==> config.mk <==
export PLATFORM = sky130hd
export DESIGN_NAME = alu_acc_flat
export DESIGN_NICKNAME = d
export VERILOG_FILES = /design/src/rtl/alu_acc_if.sv /design/src/rtl/alu_acc.sv /design/src/flat_wrapper.sv
export SDC_FILE = /design/constraint.sdc
export NUM_CORES = 1
export LEC_CHECK = 0
export BUFFER_PORTS_ARGS = -buffer_cell sky130_fd_sc_hd__buf_2
export CAP_MARGIN = 15
export CORE_MARGIN = 2
export CORE_UTILIZATION = 48
export DETAILED_ROUTE_END_ITERATION = 10
export PLACE_DENSITY = 0.68
export RECOVER_POWER = 25
export REMOVE_ABC_BUFFERS = 1
export SYNTH_ARGS = -nofsm -noshare
export SYNTH_HDL_FRONTEND = slang
export SYNTH_SLANG_ARGS = --single-unit
==> constraint.sdc <==
create_clock -name clk -period 3.4 [get_ports clk]
set_input_delay 0.68 -clock clk [delete_from_list [all_inputs] [get_ports clk]]
set_output_delay 0.68 -clock clk [all_outputs]
set_load 0.01 [all_outputs]
==> src/rtl/alu_acc_if.sv <==
// Request/response bundle for the accumulator ALU.
// Master issues operations; slave returns registered results.
interface alu_acc_if #(
    parameter int WIDTH = 8
);
    logic             in_valid;
    logic             in_ready;
    logic [3:0]       opcode;
    logic [WIDTH-1:0] A;
    logic [WIDTH-1:0] B;
    logic [WIDTH-1:0] ALU_Out;
    logic             out_valid;
    logic [3:0]       flags;

    modport master (
        output in_valid, opcode, A, B,
        input  in_ready, ALU_Out, out_valid, flags
    );

    modport slave (
        input  in_valid, opcode, A, B,
        output in_ready, ALU_Out, out_valid, flags
    );
endinterface

==> src/rtl/alu_acc.sv <==
// Accumulator ALU: single-cycle ops plus a shift-add multiplier.
// Flags are {N,V,C,Z}; MUL takes WIDTH cycles after accept.
module alu_acc #(
    parameter int WIDTH = 8
) (
    input  logic     clk,
    input  logic     rst_n,
    alu_acc_if.slave bus
);
    localparam int M  = WIDTH - 1;
    localparam int CW = $clog2(WIDTH + 1);

    localparam logic [3:0] OP_ADD = 4'h0;
    localparam logic [3:0] OP_SUB = 4'h1;
    localparam logic [3:0] OP_MUL = 4'h2;
    localparam logic [3:0] OP_AND = 4'h3;
    localparam logic [3:0] OP_OR  = 4'h4;
    localparam logic [3:0] OP_XOR = 4'h5;
    localparam logic [3:0] OP_NOT = 4'h6;
    localparam logic [3:0] OP_SHL = 4'h7;
    localparam logic [3:0] OP_SHR = 4'h8;
    localparam logic [3:0] OP_ROL = 4'h9;
    localparam logic [3:0] OP_ROR = 4'hA;
    localparam logic [3:0] OP_ACC = 4'hB;
    localparam logic [3:0] OP_LD  = 4'hC;
    localparam logic [3:0] OP_CMP = 4'hD;
    localparam logic [3:0] OP_INC = 4'hE;
    localparam logic [3:0] OP_DEC = 4'hF;

    typedef enum logic {
        IDLE     = 1'b0,
        MUL_BUSY = 1'b1
    } state_t;

    state_t             state_q, state_d;
    logic [WIDTH-1:0]   alu_out_q, alu_out_d;
    logic [3:0]         flags_q, flags_d;
    logic               out_valid_q, out_valid_d;
    logic [2*WIDTH-1:0] mcand_q, mcand_d;
    logic [2*WIDTH-1:0] prod_q, prod_d;
    logic [WIDTH-1:0]   mplier_q, mplier_d;
    logic [CW-1:0]      cnt_q, cnt_d;

    logic               accept;
    logic [WIDTH-1:0]   add_a, add_b;
    logic               add_sub;
    logic [WIDTH:0]     sum;
    logic               ovf;
    logic [WIDTH-1:0]   res;
    logic               res_c, res_v;
    logic [2*WIDTH-1:0] prod_fin;

    assign bus.in_ready  = (state_q == IDLE);
    assign bus.ALU_Out   = alu_out_q;
    assign bus.flags     = flags_q;
    assign bus.out_valid = out_valid_q;
    assign accept        = bus.in_valid & bus.in_ready;
    assign prod_fin      = prod_q + (mplier_q[0] ? mcand_q : '0);

    // Shared adder/subtractor feeding all arithmetic ops and CMP.
    always_comb begin
        add_a   = bus.A;
        add_b   = bus.B;
        add_sub = 1'b0;
        case (bus.opcode)
            OP_SUB, OP_CMP: add_sub = 1'b1;
            OP_ACC: begin
                add_a = alu_out_q;
                add_b = bus.A;
            end
            OP_INC: add_b = WIDTH'(1);
            OP_DEC: begin
                add_b   = WIDTH'(1);
                add_sub = 1'b1;
            end
            default: ;
        endcase
        if (add_sub) begin
            sum = {1'b0, add_a} - {1'b0, add_b};
            ovf = (add_a[M] != add_b[M]) && (sum[M] != add_a[M]);
        end else begin
            sum = {1'b0, add_a} + {1'b0, add_b};
            ovf = (add_a[M] == add_b[M]) && (sum[M] != add_a[M]);
        end
    end

    // Single-cycle result, carry and overflow per opcode.
    always_comb begin
        res   = '0;
        res_c = 1'b0;
        res_v = 1'b0;
        case (bus.opcode)
            OP_ADD, OP_SUB, OP_CMP,
            OP_ACC, OP_INC, OP_DEC: begin
                res   = sum[M:0];
                res_c = sum[WIDTH];
                res_v = ovf;
            end
            OP_AND: res = bus.A & bus.B;
            OP_OR:  res = bus.A | bus.B;
            OP_XOR: res = bus.A ^ bus.B;
            OP_NOT: res = ~bus.A;
            OP_SHL: begin
                res   = {bus.A[M-1:0], 1'b0};
                res_c = bus.A[M];
            end
            OP_SHR: begin
                res   = {1'b0, bus.A[M:1]};
                res_c = bus.A[0];
            end
            OP_ROL: begin
                res   = {bus.A[M-1:0], bus.A[M]};
                res_c = bus.A[M];
            end
            OP_ROR: begin
                res   = {bus.A[0], bus.A[M:1]};
                res_c = bus.A[0];
            end
            OP_LD:  res = bus.A;
            default: ;
        endcase
    end

    // Next-state: accept in IDLE, step the multiplier in MUL_BUSY.
    always_comb begin
        state_d     = state_q;
        alu_out_d   = alu_out_q;
        flags_d     = flags_q;
        out_valid_d = 1'b0;
        mcand_d     = mcand_q;
        prod_d      = prod_q;
        mplier_d    = mplier_q;
        cnt_d       = cnt_q;
        unique case (state_q)
            IDLE: begin
                if (accept) begin
                    if (bus.opcode == OP_MUL) begin
                        state_d  = MUL_BUSY;
                        mcand_d  = {{WIDTH{1'b0}}, bus.A};
                        mplier_d = bus.B;
                        prod_d   = '0;
                        cnt_d    = '0;
                    end else begin
                        if (bus.opcode != OP_CMP) begin
                            alu_out_d = res;
                        end
                        flags_d     = {res[M], res_v, res_c, res == '0};
                        out_valid_d = 1'b1;
                    end
                end
            end
            MUL_BUSY: begin
                prod_d   = prod_fin;
                mcand_d  = mcand_q << 1;
                mplier_d = mplier_q >> 1;
                cnt_d    = cnt_q + CW'(1);
                if (cnt_q == CW'(WIDTH - 1)) begin
                    state_d     = IDLE;
                    alu_out_d   = prod_fin[M:0];
                    flags_d     = {prod_fin[M], 1'b0,
                                   |prod_fin[2*WIDTH-1:WIDTH],
                                   prod_fin[M:0] == '0};
                    out_valid_d = 1'b1;
                end
            end
            default: state_d = IDLE;
        endcase
    end

    // State and result registers; reset aborts any multiply.
    always_ff @(posedge clk or negedge rst_n) begin
        if (!rst_n) begin
            state_q     <= IDLE;
            alu_out_q   <= '0;
            flags_q     <= '0;
            out_valid_q <= 1'b0;
            mcand_q     <= '0;
            prod_q      <= '0;
            mplier_q    <= '0;
            cnt_q       <= '0;
        end else begin
            state_q     <= state_d;
            alu_out_q   <= alu_out_d;
            flags_q     <= flags_d;
            out_valid_q <= out_valid_d;
            mcand_q     <= mcand_d;
            prod_q      <= prod_d;
            mplier_q    <= mplier_d;
            cnt_q       <= cnt_d;
        end
    end
endmodule
==> src/flat_wrapper.sv <==
// flat-port wrapper written by rule: the top's interface ports become plain ports
module alu_acc_flat 
#(
    parameter int WIDTH = 8
)
  (clk, rst_n, bus_in_valid, bus_opcode, bus_A, bus_B, bus_in_ready, bus_ALU_Out, bus_out_valid, bus_flags);
  alu_acc_if #(.WIDTH(WIDTH)) bus_i ();
  input  logic clk;
  input  logic rst_n;
  input wire logic [$bits(bus_i.in_valid)-1:0] bus_in_valid;
  input wire logic [$bits(bus_i.opcode)-1:0] bus_opcode;
  input wire logic [$bits(bus_i.A)-1:0] bus_A;
  input wire logic [$bits(bus_i.B)-1:0] bus_B;
  output wire logic [$bits(bus_i.in_ready)-1:0] bus_in_ready;
  output wire logic [$bits(bus_i.ALU_Out)-1:0] bus_ALU_Out;
  output wire logic [$bits(bus_i.out_valid)-1:0] bus_out_valid;
  output wire logic [$bits(bus_i.flags)-1:0] bus_flags;
  assign bus_i.in_valid = bus_in_valid;
  assign bus_i.opcode = bus_opcode;
  assign bus_i.A = bus_A;
  assign bus_i.B = bus_B;
  assign bus_in_ready = bus_i.in_ready;
  assign bus_ALU_Out = bus_i.ALU_Out;
  assign bus_out_valid = bus_i.out_valid;
  assign bus_flags = bus_i.flags;
  alu_acc #(.WIDTH(WIDTH)) u_core (.clk(clk), .rst_n(rst_n), .bus(bus_i));
endmodule
# Word-level counts from Yosys, hierarchy flattened
# Index checks and enable logic that the tools add are counted.
[totals]
word_cells = 96
regBits = 58
output_inout_bits = 14
[classes]
n_addsub = 4
n_eq_ne = 26
reduce_logical = 14
bitwise_logic = 6
n_mux = 38
[ops]
columns = ["op", "count"]
rows = [
  ["16-bit two-way mux", 5],
  ["8-bit one-hot mux with 10 select lines", 1],
  ["16-bit one-hot mux with 2 select lines", 2],
  ["8-bit two-way mux", 7],
  ["8-bit one-hot mux with 2 select lines", 3],
  ["4-bit == test, second input constant", 8],
  ["4-bit by 3-bit == test with 1-bit output, second input constant", 5],
  ["4-bit two-way mux", 5],
  ["16-bit adder", 1],
  ["8-bit logical NOT", 2],
  ["4-bit one-hot mux with 2 select lines", 2],
  ["2-bit != test, second input constant", 5],
  ["8-bit by 8-bit adder with 9-bit output", 1],
  ["1-bit two-way mux", 9],
  ["9-bit two-way mux", 1],
  ["8-bit by 8-bit subtractor with 9-bit output", 1],
  ["8-bit AND", 1],
  ["4-bit by 2-bit == test with 1-bit output, second input constant", 2],
  ["8-bit NOT", 1],
  ["8-bit OR", 1],
  ["8-bit OR reduction", 1],
  ["8-bit XOR", 1],
  ["2-bit OR reduction", 3],
  ["6-bit OR reduction", 1],
  ["other kinds (15)", 19],
]

# Longest topological paths before layout
# Gate-level depths: netlist (run 1).
[depth]
depth_word = 11
ltp_mapped = 16
depth_no_buf = 14

# Least setup slack after synthesis (run 1)
# OpenSTA, ideal clock, no wires.
[synth_path]
kind = "input to register"
from = "in bus_opcode[1]"
to = "reg u_core.flags_q[1] (netlist: u_core.bus.flags[1])"
setup_ps = 126
n_path_buf = 3
path_slack_ps = 2
arrival_ps = 3271
required_ps = 3274
cell_stages = 14
cell_sequence = "buf_6 and4b_1 buf_2 clkbuf_1 o21ai_0 ha_1 a21oi_1 nand2b_1 o21bai_1 nand3b_1 nand2b_1 a2111oi_0 o211ai_1 o32a_1"
[synth_between]
elab_chain_len = 9
word_cells_on_any_way = 28
cone_classes = "add/sub: 2; eq/ne: 11; mux: 8; reduce/logical: 7"
[synth_lines]
columns = ["item", "line_no", "rtl"]
rows = [
  ["start, declared", "flat_wrapper.sv:11", "input wire logic [$bits(bus_i.opcode)-1:0] bus_opcode;"],
  ["4-bit == test", "alu_acc.sv:65, alu_acc.sv:92", ""],
  ["2-bit OR reduction (no line)", "n/a", ""],
  ["8-bit one-hot mux with 2 select lines", "alu_acc.sv:65", "case (bus.opcode)"],
  ["8-bit by 8-bit adder with 9-bit output or 8-bit by 8-bit subtractor with 9-bit output (tied branches)", "alu_acc.sv:82, alu_acc.sv:79", ""],
  ["9-bit two-way mux", "alu_acc.sv:78", "if (add_sub) begin"],
  ["1-bit one-hot mux with 3 select lines", "alu_acc.sv:92", "case (bus.opcode)"],
  ["4-bit two-way mux", "alu_acc.sv:137", "if (bus.opcode == OP_MUL) begin"],
  ["4-bit two-way mux", "alu_acc.sv:136", "if (accept) begin"],
  ["4-bit one-hot mux with 2 select lines", "alu_acc.sv:134", "unique case (state_q)"],
  ["end signal, assigned", "alu_acc.sv:184", "flags_q <= flags_d;"],
  ["end, declared", "alu_acc.sv:37", "logic [3:0] flags_q, flags_d;"],
]
# Several ways; a longest one is shown, not always the timed one. The select of a mux whose other input is x is not followed.
# A chain may end at the register's enable or synchronous reset.

# Worst setup path after layout (run 1)
[layout_path]
from = "in bus_opcode[2]"
to = "reg u_core.flags_q[0] (netlist: u_core.bus.flags[0])"
[layout_between]
elab_chain_len = 10
word_cells_on_any_way = 32
cone_classes = "add/sub: 2; eq/ne: 16; mux: 8; reduce/logical: 6"
[layout_lines]
columns = ["item", "line_no", "rtl"]
rows = [
  ["4-bit == test", "alu_acc.sv:65, alu_acc.sv:92", ""],
  ["2-bit OR reduction (no line)", "n/a", ""],
  ["8-bit one-hot mux with 2 select lines", "alu_acc.sv:65", ""],
  ["8-bit by 8-bit adder with 9-bit output or 8-bit by 8-bit subtractor with 9-bit output (tied branches)", "alu_acc.sv:82, alu_acc.sv:79", ""],
  ["9-bit two-way mux", "alu_acc.sv:78", ""],
  ["8-bit one-hot mux with 10 select lines", "alu_acc.sv:92", ""],
  ["8-bit logical NOT", "alu_acc.sv:147", "flags_d = {res[M], res_v, res_c, res == '0};"],
  ["4-bit two-way mux", "alu_acc.sv:137", ""],
  ["4-bit two-way mux", "alu_acc.sv:136", ""],
  ["4-bit one-hot mux with 2 select lines", "alu_acc.sv:134", ""],
]
# Several ways; a longest one is shown, not always the timed one. The select of a mux whose other input is x is not followed.

==> results of run 1 <==
## final cells by class
class                      instances  area (um2)
tap                              140         175
clock buffer                       9         124
clock inverter                     7         125
multi-input combinational        493        3610
inverter                          42         158
fill                             994        4510
timing repair buffer              94         639
sequential                        58        1450
## worst max-delay path, delay by kind of cell
family,cells,cell delay (ns)
xor+xnor,1,0.17
compound gates,4,1.11
simple gates,4,0.56
buf+inv,5,0.73
fa+ha+maj,1,0.28
## cells by family after synthesis
family | synth area share [%]
AO/OA/AOI/OAI | 28.3
adder cells (fa/ha/maj) | 12.2
AND/OR/NAND/NOR | 19.3
buffers and inverters | 5.95
multiplexers | 3.98
XOR/XNOR | 2.82
flip-flops | 27.5
## where the power goes
part           internal, uW  total, uW  switching (uW)
registers               918       1110             194
clock network           493        826             333
logic                   689       1530             839
## sequential cells by signal, indices dropped and copies added (netlist names)
register and count:
u_core.prod_q 16, u_core.state_q 1, u_core.mplier_q 8, u_core.bus.out_valid 1
u_core.bus.flags 4, u_core.mcand_q 16, u_core.cnt_q 4, u_core.bus.ALU_Out 8
## per-stage QoR
step | hold slack [ns] | util, %
5_1_grt | 0.521 | 58.2
2_1_floorplan | 0.384 | -
3_3_place_gp | 0.462 | 55.0
6_report | 0.487 | 58.2
3_5_place_dp | 0.475 | 55.0
4_1_cts | 0.384 | 57.7
## per-layer routing
metal	vias up	share of wire, %	track usage, %
met2	197	48	48.6
met3	46	5.5	3.77
met1	2490	43	35.9
li1	2466	-	-
met4	0	2.7	10.4
met5	-	0	0
## Yosys cell counts, types with 4 or more instances
library cell / count / share of area (%)
o21ai_0: 42 / 4.0
a221oi_1: 4 / 0.66
nand2_1: 77 / 5.5
nand3b_1: 4 / 0.57
a22o_1: 18 / 3.0
a21oi_1: 34 / 3.2
a21o_1: 9 / 1.3
mux2i_1: 18 / 3.4
o22ai_1: 8 / 0.95
and2_1: 15 / 1.8
nor2_1: 28 / 2.0
nor4_1: 7 / 0.83
a32oi_1: 6 / 1.0
clkbuf_1: 24 / 1.7
inv_1: 41 / 2.9
o221a_2: 4 / 0.85
nand3_1: 21 / 2.0
dfrtp_1: 58 / 28
nor2b_1: 8 / 0.95
o31ai_1: 4 / 0.57
nor3_1: 8 / 0.76
a211oi_1: 11 / 1.6
a22oi_1: 4 / 0.57
nand2b_1: 8 / 0.95
buf_2: 5 / 0.47
xor2_1: 9 / 1.5
o21a_1: 6 / 0.85
o211ai_1: 15 / 2.1
ha_1: 49 / 12
xnor2_1: 8 / 1.3
and3_1: 4 / 0.47
## how the worst max path moves through the flow
stage                                     end  depth (start not counted)          startpoint  slack [ns]
after global placement    u_core.bus.flags[1]                         13   u_core.mcand_q[0]       -0.11
after detailed placement  u_core.bus.flags[1]                         13   u_core.mcand_q[0]       -0.13
after CTS                 u_core.bus.flags[1]                         14  u_core.mplier_q[0]        0.02
final                     u_core.bus.flags[0]                         15       bus_opcode[2]        0.12
after floorplan             u_core.mcand_q[1]                          2      u_core.state_q       -0.09
after global routing      u_core.bus.flags[1]                         13  u_core.mplier_q[0]      -0.005
## what timing repair did
action	4_1_cts	5_1_grt
endpoints found under the setup margin	1	2
gates cloned	0	0
pin swaps	5	8
setup buffers	2	1
hold buffers	0	0
resized for setup	7	11
==> metrics.cfg, run 1 <==
[detailed_routing]
vias = 5199
vias_per_cell = 6.17
dr.pass1.iters = 5
ant_nets = 0
wl_per_cell_um = 18.8
route.detailed.drc = 0
drt_iter0_drc = 381
wirelength_um = 15900

[cells_and_area]
num_antenna_cells = 0
post-route-cell-area_mm2 = 0.00628
drive_gt1_share_pct = 20.9
nNetsFinal = 771
mostFrequentLayoutCells = 77 x nand2_1, 57 x dfrtp_1, 56 x buf_4
layout_commonest_cell = nand2_1
syn_to_final_growth_pct = 19.1
final_cell_count_no_fill = 843

[power]
power_density_mw_per_mm2 = 551
max-vdd-ir-drop_v = 0.000323
power_uw = 3470
power.leakage_uw = 0.00296

[sta]
skew_ns = 0.0164
relSlewSlack_pct = -9.99
final_max_slew_viol_count = 29
period_share_pct = 96.6
hold_viol_final = 0
setup_viol = 0
layout_min_cycle_time_ns = 3.28
max_freq_ghz = 0.305
worst_pin_slew_ns = 1.65
layout_setup_ws_ns = 0.116
final.setup.tns_ns = 0

[synthesis]
ys_seq_elements = 58
syn_inst = 627
ys_types = 77
yosysWarnings = 0
synth.avg_cell_area_um2 = 8.42
netlist_area_mm2 = 0.00528
async_flop_share_pct = 100
seq_area_frac_synth_pct = 27.5
synth-main-ff-cell = dfrtp_1
synth_edf_count = 0

[min_path]
hold_depth = 2
worstHoldPathType = flop to flop
min_from = u_core.mplier_q[7]
hold_end = u_core.mplier_q[7]

[global_route]
antenna_found_initial = 0
grt_use_total_pct = 28.2
grt_pass1_vias = 5154
grt_max_degree = 44
grt_pass1_wl_um = 26100
grt.overflow.total = 0

[floorplan]
die-area_mm2 = 0.0118
rows = 38
die_h_um = 109
die_w_um = 109
pin_count = 37
start_util_pct = 48.9
core_mm2 = 0.0108

[setup_path]
critPathMaxStageDelay_ns = 0.60
worst-endpoint-required_ns = 3.66
r2r-end = u_core.bus.flags[1]
timing.reg2reg.worst_path_depth = 13
cp-end-kind = flop
crit_chain = buf_2, buf_4, nand4b_2, buf_4, o22ai_2, xnor2_1, inv_1, ha_1, nand2_1, a21oi_1, a2111oi_0, buf_4, and3_1, nand4_1, o31ai_2
path_class = input port to flop
rr_startpoint = u_core.mplier_q[0]
crit_path_max_fanout = 9
crit_path_start_kind = input port
crit_path_frequent_cell = buf_4
cp.arrival_ns = 3.55
crit_slowest_cell = a2111oi_0
rrSetupSlack_ns = 0.13

[placed_design]
place_area_mm2 = 0.00593
io_buffers = 36
dp_hpwl_um = 12100
gp_congestion = 0.912
dp_cells = 825
place_ws_ns = -0.132

[clock_tree]
clock_sinks = 58
cts.path.max_buffers = 2
cts_tree = yes
cts.clk_slew.worst_paths_ns = 0.08
cts-htree-levels = 3
cts_made_buffers = 9
clk_latency_ns = 0.36
clockRootBuffer = clkbuf_8

[outcome]
status = finished, violations left
failed_checks = max-capacitance violations, max-slew violations

[run]
drv_cap = 1

(Power assumes the default switching activity.)
==> run 2: changes to the inputs <==
--- a/config.mk
+++ b/config.mk
@@ -6,10 +6,12 @@
 export NUM_CORES = 1
 export LEC_CHECK = 0
-export BUFFER_PORTS_ARGS = -buffer_cell sky130_fd_sc_hd__buf_2
 export CAP_MARGIN = 15
+export CELL_PAD_IN_SITES_DETAIL_PLACEMENT = 1
+export CELL_PAD_IN_SITES_GLOBAL_PLACEMENT = 2
 export CORE_MARGIN = 2
-export CORE_UTILIZATION = 48
+export CORE_UTILIZATION = 40
 export DETAILED_ROUTE_END_ITERATION = 10
-export PLACE_DENSITY = 0.68
+export DONT_BUFFER_PORTS = 1
+export PLACE_DENSITY = 0.83
 export RECOVER_POWER = 25
 export REMOVE_ABC_BUFFERS = 1
==> constraint.sdc (replaced) <==
create_clock -name clk -period 3.4 [get_ports clk]
set_input_delay 0.68 -clock clk [delete_from_list [all_inputs] [get_ports clk]]
set_output_delay 0.68 -clock clk [all_outputs]
set_load 0.1 [all_outputs]
==> run 2 against run 1 <==
The flow now finishes without violations. Count of clock-buffer cells in the layout up 5. Core utilization down 12 points. Total power up 2.8%. Highest routed layer unchanged. Register-to-register slack better by 0.05 ns. Non-clock buffer count down 57. Via count down 4.9%. Hold slack worse by 0.45 ns. Clock power up 2%.
==> metrics.cfg, run 2 (synthesized netlist as in run 1, its figures left out) <==
[outcome]
status = finished clean

[floorplan]
die_h_um = 119
core_mm2 = 0.0128
die-area_mm2 = 0.0141
start_util_pct = 41.3
pin_count = 37
die_w_um = 119
rows = 41

[setup_path]
cp.arrival_ns = 3.44
worst-endpoint-required_ns = 3.62
crit_path_frequent_cell = o211ai_1
rr_startpoint = u_core.mcand_q[0]
r2r-end = u_core.bus.flags[1]
crit_path_max_fanout = 3
crit_path_start_kind = flop
cp-end-kind = flop
crit_slowest_cell = fa_1
critPathMaxStageDelay_ns = 0.45
rrSetupSlack_ns = 0.18
timing.reg2reg.worst_path_depth = 11
crit_chain = and2_1, ha_1, fa_1, a21oi_2, o211ai_1, a2111oi_1, nor3_1, xor2_1, o41ai_1, o211ai_1, o32a_1
path_class = flop to flop

[clock_tree]
clockRootBuffer = clkbuf_16
cts.path.max_buffers = 2
cts-htree-levels = 3
clk_latency_ns = 0.34
cts.clk_slew.worst_paths_ns = 0.05
cts_made_buffers = 9
cts_tree = yes
postCtsHoldBufs = 0
clock_sinks = 58

[cells_and_area]
fillers = 1505
post-route-cell-area_mm2 = 0.00593
nNetsFinal = 714
num_antenna_cells = 0
drive_gt1_share_pct = 12.1
syn_to_final_growth_pct = 12.4
mostFrequentLayoutCells = 77 x nand2_1, 57 x dfrtp_1, 49 x ha_1
layout_commonest_cell = nand2_1
largest_registers = u_core.mcand_q x16, u_core.prod_q x16

[detailed_routing]
wirelength_um = 17300
drt_iter0_drc = 214
ant_nets = 0
dr.pass1.iters = 4
vias_per_cell = 6.04
vias = 4943
wl_per_cell_um = 21.1
route.detailed.drc = 0

[placed_design]
dp_hpwl_um = 13200
io_buffers = 0
place_area_mm2 = 0.00563
gp_congestion = 0.861

[power]
power.leakage_uw = 0.00273
power_density_mw_per_mm2 = 600
max-vdd-ir-drop_v = 0.000396

[sta]
setup_viol = 0
max_freq_ghz = 0.310
layout_min_cycle_time_ns = 3.22
holdWs_ns = 0.0329
hold_viol_final = 0
final_max_slew_viol_count = 0
period_share_pct = 94.7
skew_ns = 0.00577
worst_pin_slew_ns = 0.967
rsz0062_at_grt = false
relSlewSlack_pct = 35.5

[global_route]
grt_pass1_wl_um = 28700
grt.overflow.total = 0
grt_pass1_vias = 5233
antenna_found_initial = 0
grt_use_total_pct = 25.7
grt_max_degree = 59

[min_path]
worstHoldPathType = input port to asynchronous set/reset pin

[run]
drv_cap = 0

run 2: cell types whose count changed in the layout (fill, tap and decap cells not counted), sizes merged:
cell	previous run	this run
clkinv	4	3
buf	93	37
clkbuf	10	14
bufinv	3	0
inv	42	41
run 2: worst max path at each step:
stage	from	end	slack [ns]	cells past startpoint
3_5_place_dp	bus_opcode[2]	u_core.bus.flags[1]	-0.29	13
6_report	u_core.mcand_q[0]	u_core.bus.flags[1]	0.18	11
4_1_cts	bus_opcode[2]	u_core.bus.flags[1]	0.04	13
2_1_floorplan	u_core.state_q	u_core.mcand_q[1]	-0.63	4
3_3_place_gp	bus_opcode[2]	u_core.bus.flags[1]	-0.18	14
5_1_grt	u_core.mplier_q[0]	u_core.bus.flags[1]	0.009	12
run 2: power by group:
part	switching, uW	internal, uW
clock network	331	514
logic	963	592
registers	243	919
total	1540	2030
run 2: worst max-delay path, delay by kind of cell (launching register included):
kind | cells | cell delay (ns)
xor gates and xnor gates | 1 | 0.19
adders and majority gates | 2 | 0.67
DFF | 1 | 0.39
and+or+nand+nor | 2 | 0.32
AOI/OAI and AO/OA | 6 | 1.53
run 2: layout make-up:
type | count | area, um2 | share of cell area [%]
inverter | 42 | 158 | 2.66
timing repair buffer | 37 | 278 | 4.68
sequential | 58 | 1450 | 24.5
multi-input combinational | 493 | 3560 | 60.0
clock inverter | 2 | 13.8 | 0.232
clock buffer | 14 | 254 | 4.28
tap | 172 | 215 | 3.63
run 2: per-layer routing:
layer | part of all wire (%) | GRT usage, % | wire length, um
met2 | 49 | 43.3 | 8430
met3 | 4.7 | 5.80 | 803
met4 | 1.6 | 6.25 | 268
met1 | 45 | 33.3 | 7760
met5 | 0 | 0 | 0
run 2: what timing repair did:
action                     4_1_cts  5_1_grt
setup endpoints to repair        1        1
resized for setup                1        8
setup buffers                    0        0
run 2: per-stage QoR:
step | utilization [%] | total power, uW | instances | setup TNS [ns] | setup WS [ns]
after global placement | 44.0 | 2640 | 802 | -0.219 | -0.178
after floorplan | - | 2250 | 593 | -24.57 | -0.633
after CTS | 46.2 | 3560 | 818 | 0 | 0.0413
after detailed placement | 44.0 | 2700 | 802 | -0.560 | -0.290
final | 46.4 | 3560 | 818 | 0 | 0.179
after global routing | 46.4 | 3810 | 818 | 0 | 0.00901
==> run 3: changes to the inputs <==
- CORE_ASPECT_RATIO: default -> 2
==> run 3 against run 2 <==
Sequential power about the same. Final area grew 2.1%. Count of clock-buffer cells in the layout decreased by 4. First-iteration DRC count fell by 20%.
==> metrics.cfg, run 3 (synthesized netlist as in run 1, its figures left out) <==
[floorplan]
die_h_um = 166
die_w_um = 85.2
core_mm2 = 0.0129
die-area_mm2 = 0.0142
rows = 59
pin_count = 37
start_util_pct = 40.9

[cells_and_area]
num_antenna_cells = 0
layout_commonest_cell = nand2_1
nNetsFinal = 733
syn_to_final_growth_pct = 14.8
mostFrequentLayoutCells = 77 x nand2_1, 57 x dfrtp_1, 56 x buf_4
drive_gt1_share_pct = 14.9
final_util_pct = 46.9
post-route-cell-area_mm2 = 0.00606
fillers = 1532
largest_registers = u_core.mcand_q x16, u_core.prod_q x16

[detailed_routing]
vias_per_cell = 6.31
wirelength_um = 19400
ant_nets = 0
route.detailed.drc = 0
wl_per_cell_um = 23.8
dr.pass1.iters = 4
drt_iter0_drc = 172
vias = 5152

[power]
power_density_mw_per_mm2 = 612
switching_share_pct = 43.6
p_switching_uw = 1620
p_clk_share_pct = 23.0
power.leakage_uw = 0.00282
max-vdd-ir-drop_v = 0.000570
internal_power_uw = 2090
p_seq_share_pct = 31.8
pwr-share-comb_pct = 45.2

[sta]
layout_min_cycle_time_ns = 3.28
worst_pin_slew_ns = 1.06
period_share_pct = 96.6
relSlewSlack_pct = 28.9
max_freq_ghz = 0.305
skew_ns = 0.00542
final.setup.tns_ns = 0
hold_viol_final = 0
final_max_slew_viol_count = 0
setup_viol = 0

[clock_tree]
cts.clk_slew.worst_paths_ns = 0.06
cts-htree-levels = 3
clockRootBuffer = clkbuf_16
post_cts_buffers = 0
cts_tree = yes
cts_made_buffers = 9
clk_latency_ns = 0.33
cts.path.max_buffers = 2
clock_sinks = 58
postCtsHoldBufs = 0

[global_route]
grt_pass1_wl_um = 31000
grt_max_degree = 59
grt_pass1_vias = 5698
antenna_found_initial = 0
grt_use_total_pct = 28.2
grt.overflow.total = 0

[setup_path]
timing.reg2reg.worst_path_depth = 12
cp.arrival_ns = 3.49
cp-end-kind = flop
worst-endpoint-required_ns = 3.61
crit_path_max_fanout = 10
path_class = flop to flop
crit_path_start_kind = flop

[placed_design]
io_buffers = 0
dp_hpwl_um = 15400
gp_congestion = 0.922
place_area_mm2 = 0.00574

[outcome]
status = finished clean

[min_path]
worstHoldPathType = input port to asynchronous set/reset pin

[run]
drv_cap = 0

[run 3: cell count changes in the layout (fill, tap and decap cells not counted), sizes merged]
cell	previous run	this run
clkinvlp	0	3
inv	41	42
clkbuf	14	10
buf	37	56
[run 3: power by group through the flow]
stage          Combinational (uW)  Sequential, uW  Clock, uW
2_1_floorplan                 929            1320          0
3_3_place_gp                 1590            1170          0
3_5_place_dp                 1640            1190          0
4_1_cts                      1660            1180        861
5_1_grt                      1830            1210        896
6_report                     1670            1180        854
[run 3: area by class of cell]
| cell class | count | area, um2 | share of cell area, % |
|---|---|---|---|
| clock buffers | 10 | 239 | 3.94 |
| clock inverters | 6 | 41.3 | 0.681 |
| inverters | 42 | 158 | 2.60 |
| multi-input cells | 493 | 3560 | 58.7 |
| flip-flops and latches | 58 | 1450 | 24.0 |
| well taps | 152 | 190 | 3.14 |
| repair buffers | 56 | 420 | 6.94 |
[run 3: critical path, cell delays in order, from the launching register on]
cell and delay (ns):
dfrtp_1 0.40, buf_4 0.17, and2_1 0.14, ha_1 0.41
a211oi_1 0.27, buf_4 0.15, nor2_1 0.05, o41ai_2 0.60
nor2_1 0.11, a211oi_1 0.27, buf_4 0.17, o211ai_1 0.08
o32a_1 0.34
[run 3: path summary, 6_finish.rpt]
check	from	end	slack [ns]
setup / recovery	u_core.mplier_q[0]	u_core.bus.flags[1]	0.12
hold / removal	rst_n	u_core.prod_q[15]	0.04
setup reg to reg	u_core.mplier_q[0]	u_core.bus.flags[1]	0.12
hold reg to reg	u_core.mplier_q[7]	u_core.mplier_q[7]	0.49
max in group asynchronous	rst_n	u_core.state_q	3.24
min in group clk	u_core.mplier_q[7]	u_core.mplier_q[7]	0.49
[run 3: metal layers]
layer	track usage (%)	vias up	share of wire, %
met1	26.6	2557	34
met3	3.77	70	2.8
li1	-	2386	-
met4	20.5	0	8.4
met2	53.1	139	55
met5	0	-	0
[run 3: per-stage QoR]
step | power [uW] | setup slack [ns] | cells | hold WS, ns
after floorplan | 2250 | -0.633 | 593 | 0.384
after global placement | 2760 | -0.210 | 801 | 0.386
after detailed placement | 2830 | -0.292 | 801 | 0.386
after CTS | 3700 | 0.0339 | 817 | 0.0335
after global routing | 3930 | -0.00678 | 817 | 0.0291
final | 3710 | 0.117 | 817 | 0.0405
[run 3: what timing repair did]
item | CTS | global route
resized for setup | 1 | 8
setup endpoints to repair | 1 | 2
pin swaps | 0 | 1
